<file path="src/rtl/snitch_icache_refill_writer.sv">
// Miss handler for the instruction cache: forwards hits to the fetch side, and
// refills one missing line at a time into the tag/data arrays.

package snitch_icache_pkg;
    typedef struct packed {
        int unsigned FETCH_AW;
        int unsigned ID_WIDTH;
        int unsigned LINE_WIDTH;
        int unsigned LINE_ALIGN;
        int unsigned COUNT_ALIGN;
        int unsigned SET_ALIGN;
        int unsigned TAG_WIDTH;
        int unsigned WAY_COUNT;
    } config_t;
endpackage

module snitch_icache_refill_writer
    import snitch_icache_pkg::*;
#(
    parameter config_t CFG = '0,
    // A zero field falls back to the reference geometry so the block stays elaboratable.
    localparam int unsigned FETCH_AW    = (CFG.FETCH_AW    != 0) ? CFG.FETCH_AW    : 32,
    localparam int unsigned ID_WIDTH    = (CFG.ID_WIDTH    != 0) ? CFG.ID_WIDTH    : 4,
    localparam int unsigned LINE_WIDTH  = (CFG.LINE_WIDTH  != 0) ? CFG.LINE_WIDTH  : 128,
    localparam int unsigned LINE_ALIGN  = (CFG.LINE_ALIGN  != 0) ? CFG.LINE_ALIGN  : 4,
    localparam int unsigned COUNT_ALIGN = (CFG.COUNT_ALIGN != 0) ? CFG.COUNT_ALIGN : 5,
    localparam int unsigned SET_ALIGN   = (CFG.SET_ALIGN   != 0) ? CFG.SET_ALIGN   : 2,
    localparam int unsigned TAG_WIDTH   = (CFG.TAG_WIDTH   != 0) ? CFG.TAG_WIDTH
                                          : FETCH_AW - LINE_ALIGN - COUNT_ALIGN,
    localparam int unsigned WAY_COUNT   = (CFG.WAY_COUNT   != 0) ? CFG.WAY_COUNT   : 4
) (
    input  logic                   clk_i,
    input  logic                   rst_ni,

    input  logic                   flush_valid_i,
    output logic                   flush_ready_o,

    input  logic [FETCH_AW-1:0]    in_addr_i,
    input  logic [ID_WIDTH-1:0]    in_id_i,
    input  logic [SET_ALIGN-1:0]   in_set_i,
    input  logic                   in_hit_i,
    input  logic [LINE_WIDTH-1:0]  in_data_i,
    input  logic                   in_error_i,
    input  logic                   in_valid_i,
    output logic                   in_ready_o,

    output logic [FETCH_AW-1:0]    refill_addr_o,
    output logic                   refill_req_valid_o,
    input  logic                   refill_req_ready_i,
    input  logic [LINE_WIDTH-1:0]  refill_data_i,
    input  logic                   refill_error_i,
    input  logic                   refill_rsp_valid_i,
    output logic                   refill_rsp_ready_o,

    output logic [COUNT_ALIGN-1:0] write_addr_o,
    output logic [SET_ALIGN-1:0]   write_set_o,
    output logic [LINE_WIDTH-1:0]  write_data_o,
    output logic [TAG_WIDTH-1:0]   write_tag_o,
    output logic                   write_error_o,
    output logic                   write_valid_o,
    input  logic                   write_ready_i,

    output logic [LINE_WIDTH-1:0]  rsp_data_o,
    output logic [ID_WIDTH-1:0]    rsp_id_o,
    output logic                   rsp_error_o,
    output logic                   rsp_valid_o,
    input  logic                   rsp_ready_i,

    output logic [15:0]            miss_count_o
);

    // Every channel is valid/ready: a transfer happens on a rising edge where both
    // are high; a raised valid and its payload stay put until that edge.

    typedef enum logic [2:0] {
        IDLE,
        REQ,
        WAIT,
        WRITE,
        RESP
    } state_e;

    localparam logic [SET_ALIGN-1:0] LAST_WAY = SET_ALIGN'(WAY_COUNT - 1);

    state_e                             state_q, state_d;
    logic [FETCH_AW-LINE_ALIGN-1:0]     line_q;
    logic [ID_WIDTH-1:0]                id_q;
    logic [LINE_WIDTH-1:0]              data_q;
    logic                               error_q;
    logic [SET_ALIGN-1:0]               victim_q;
    logic [15:0]                        miss_cnt_q;

    logic accept_miss;
    logic take_refill;
    logic write_hs;
    logic flush_hs;

    // The hit way and intra-line offset are not needed to refill a line.
    logic unused_in;
    assign unused_in = ^{in_set_i, in_addr_i[LINE_ALIGN-1:0]};

    always_comb begin
        state_d            = state_q;
        accept_miss        = 1'b0;
        take_refill        = 1'b0;
        write_hs           = 1'b0;
        flush_hs           = 1'b0;
        flush_ready_o      = 1'b0;
        in_ready_o         = 1'b0;
        refill_req_valid_o = 1'b0;
        refill_rsp_ready_o = 1'b0;
        write_valid_o      = 1'b0;
        rsp_valid_o        = 1'b0;
        rsp_data_o         = data_q;
        rsp_id_o           = id_q;
        rsp_error_o        = 1'b0;

        unique case (state_q)
            IDLE: begin
                flush_ready_o = 1'b1;
                if (flush_valid_i) begin
                    // Flush wins; the pending lookup is neither answered nor consumed.
                    flush_hs = 1'b1;
                end else if (in_valid_i && in_hit_i) begin
                    rsp_valid_o = 1'b1;
                    rsp_data_o  = in_data_i;
                    rsp_id_o    = in_id_i;
                    rsp_error_o = in_error_i;
                    in_ready_o  = rsp_ready_i;
                end else if (in_valid_i) begin
                    in_ready_o  = 1'b1;
                    accept_miss = 1'b1;
                    state_d     = REQ;
                end
            end
            REQ: begin
                refill_req_valid_o = 1'b1;
                if (refill_req_ready_i) state_d = WAIT;
            end
            WAIT: begin
                refill_rsp_ready_o = 1'b1;
                if (refill_rsp_valid_i) begin
                    take_refill = 1'b1;
                    state_d     = WRITE;
                end
            end
            WRITE: begin
                write_valid_o = 1'b1;
                if (write_ready_i) begin
                    write_hs = 1'b1;
                    state_d  = RESP;
                end
            end
            RESP: begin
                rsp_valid_o = 1'b1;
                rsp_error_o = error_q;
                if (rsp_ready_i) state_d = IDLE;
            end
            default: state_d = IDLE;
        endcase
    end

    always_ff @(posedge clk_i) begin
        if (!rst_ni) begin
            state_q    <= IDLE;
            line_q     <= '0;
            id_q       <= '0;
            data_q     <= '0;
            error_q    <= 1'b0;
            victim_q   <= '0;
            miss_cnt_q <= '0;
        end else begin
            state_q <= state_d;
            if (accept_miss) begin
                line_q <= in_addr_i[FETCH_AW-1:LINE_ALIGN];
                id_q   <= in_id_i;
                if (miss_cnt_q != 16'hFFFF) miss_cnt_q <= miss_cnt_q + 16'd1;
            end
            if (take_refill) begin
                data_q  <= refill_data_i;
                error_q <= refill_error_i;
            end
            // Round-robin replacement; a flush restarts from way 0.
            if (flush_hs) begin
                victim_q <= '0;
            end else if (write_hs) begin
                victim_q <= (victim_q == LAST_WAY) ? '0 : victim_q + SET_ALIGN'(1);
            end
        end
    end

    assign refill_addr_o = {line_q, {LINE_ALIGN{1'b0}}};
    assign write_addr_o  = line_q[COUNT_ALIGN-1:0];
    assign write_tag_o   = TAG_WIDTH'(line_q >> COUNT_ALIGN);
    assign write_set_o   = victim_q;
    assign write_data_o  = data_q;
    assign write_error_o = error_q;
    assign miss_count_o  = miss_cnt_q;

endmodule

</file>
<file path="config.mk">
export PLATFORM = sky130hd
export DESIGN_NAME = snitch_icache_refill_writer
export DESIGN_NICKNAME = d
export VERILOG_FILES = /design/src/rtl/snitch_icache_refill_writer.sv
export SDC_FILE = /design/constraint.sdc
export NUM_CORES = 1
export LEC_CHECK = 0
export ABC_AREA = 1
export CORE_AREA = 2 2 253 255
export DETAILED_ROUTE_END_ITERATION = 12
export DIE_AREA = 0 0 255 257
export SYNTH_ARGS = -nofsm -noshare
export SYNTH_HDL_FRONTEND = slang
export SYNTH_SLANG_ARGS = --single-unit
</file>
<file path="constraint.sdc">
create_clock -name clk_i -period 4.1 [get_ports clk_i]
set_input_delay 0.82 -clock clk_i [delete_from_list [all_inputs] [get_ports clk_i]]
set_output_delay 0.82 -clock clk_i [all_outputs]
set_load 0.02 [all_outputs]
</file>
==> metrics <==
DRT iter0 DRCs 487; CP Launch Type primary input; hpwl dp 32.4 mm; register area share after synthesis 43.1%; Hold Path Stages 2; cell with the most instances after synthesis a21oi_1; number of synthesized register bits 182; crit path capture type output pin; vias in the first global route 9431; Mapped Area 0.00846 sq mm; top sig layer met5; crit-path max FO 57; area added between synthesis and finish 92.1%; Gates resized, CTS repair 0; Peak supply drop 308 uV; main area contributors after synthesis dfxtp_1 (43%), a21oi_1 (16%), nor2_1 (10%); Root Driver clkbuf_16; Tightest Pin Transition 619 ps; Die X 255 microns; fin crit share 92.4%; number of flops mapped to enable cells by yosys 0; fin crit period 3790 ps; routed via count 9975; DIE AREA 0.0655 sq mm; routability congestion estimate 0.867; row count 92; met3 wire len 3.33 mm; DR DRC count 0; Final setup viols 0; Critical Path RT 3280 ps; CTS tree done; 1st-pass router iterations 4; final hold vios 0; worst hold path class flip-flop to flip-flop; leading area contributor after synthesis dfxtp_1; area occupied by multi-input gates 0.00366 sq mm; Setup Skew 10.7 ps; Yosys top cell area share 43.1%; DR WL/cell 15.3 microns; R2R cell count 5; Clk pin slew, worst setup/hold paths 70 ps; worst path arrival time 2970 ps; initial core utilization 13.5%; Synth warnings 0; wire length on met1 16.6 mm; Total Wirelength 40.8 mm; Hold Buf Count CTS 0; Mapped Cells 1235; IO Port Bufs 640; max_cap viols 0; All-Layer GR Usage 11.8%; TritonCTS buffer count 17; num ports 651; pin count of the biggest net entering global routing 92; setup_tns 0 ps; share of cells above drive strength 1 4.00%; htree depth 4; status finished clean; initial antenna violation count 1; Slew headroom 58.7%; vias per cell 3.74; Leak 5.91 nW; RSZ-0062 raised after global routing no; Clock Sinks 182; Antenna Cells 0; first-pass GRT wire length 57.1 mm; fillcell total 6886; Clk Latency, worst-skew pair 470 ps; Final nets 2117; Longest Clk Path Bufs 2; Avg Cell Area, Syn 6.85 sq um; total power 7.90 mW; Final ANT Viol Nets 0; Register Area 0.00364 sq mm; Max Slew Vio Count 0; ys flop type dfxtp_1; Max Freq 264 MHz; kind of critical path primary input to output pin; die height 257 microns; Pwr Density 486 mW/mm^2; GRT overflow 0; Yosys cell types 27; commonest cells in the netlist a21oi_1 (277), nor2_1 (230), dfxtp_1 (182); ys async rst share 0%; metal2 WL 20.1 mm; Core Footprint 0.0627 sq mm; Post-CTS Setup Bufs 0
==> per-stage QoR <==
step                      util (%)  cell area (sq um)  hold slack (ps)  instances  setup WS (ps)
final                         25.9              16300              464       2669            310
after global routing          25.9              16300              481       2669            232
after CTS                     25.9              16300              468       2669            311
after detailed placement      25.0              15700              456       2637            319
after global placement        25.0              15700              455       2637            336
after floorplan                  -               8470              502       1238           1500
==> cells by family (layout without fill, tap and decap cells) <==
logic type	Yosys count	in the layout	synth area share [%]
XOR/XNOR	2	2	0.207
AND/OR/NAND/NOR	331	331	15.7
other	1	4	0.0443
AO/OA/AOI/OAI	448	448	26.5
buffers and inverters	269	854	14.1
flip-flops	182	182	43.1
adder cells (fa/ha/maj)	2	2	0.296
==> registers in the layout, indices dropped and copies added (netlist names) <==
signal / count
write_error_o: 1
miss_count_o: 16
write_set_o: 2
id_q: 4
line_q: 28
state_q: 3
write_data_o: 128
==> critical path: stages <==
cell             delay [ps]
clkdlybuf4s50_1         460
inv_1                    90
nand4_4                 140
buf_12                  240
buf_4                   240
nor2_1                   60
a21oi_1                 200
clkdlybuf4s50_1         650
==> power by group <==
group / leakage [nW] / switching (mW) / total (mW) / internal [mW]
Clock: 0.289 / 0.892 / 1.71 / 0.815
Sequential: 1.48 / 0.207 / 2.29 / 2.08
Combinational: 4.14 / 2.10 / 3.90 / 1.80
Total: 5.91 / 3.20 / 7.90 / 4.70
==> final cells by class <==
type | count | area share [%]
Clock buffer | 17 | 2.62
Tap cell | 846 | 6.51
Timing Repair Buffer | 670 | 41.5
Inverter | 152 | 3.51
Multi-Input combinational cell | 787 | 22.5
Clock inverter | 15 | 0.993
Sequential cell | 182 | 22.4
==> cell usage in the layout, fill, tap and decap left out, drive strengths merged <==
cell type      instances
clkdlybuf4s50        639
a21oi                277
nor2                 234
dfxtp                182
o21ai                169
inv                  158
nand2                 67
buf                   31
nand3                 20
clkbuf                17
clkinv                 9
nand4                  5
conb                   4
nand3b                 3
ha                     2
nor3                   1
o22ai                  1
a211oi                 1
or3                    1
xnor2                  1
xor2                   1
==> routing by layer <==
layer / vias up / track usage (%)
met5: - / 0
met4: 2 / 4.08
met3: 25 / 3.80
met2: 408 / 21.0
met1: 4433 / 13.0
li1: 5107 / -
==> path summary, 6_finish.rpt <==
path,from,to,slack (ps)
max,flush_valid_i,rsp_data_o[1],310
min,write_data_o[74],write_data_o[74],460
max reg2reg,state_q[2],write_data_o[41],1960
min reg2reg,write_data_o[74],write_data_o[74],460
No activity file was read; power rests on OpenSTA's default activity.
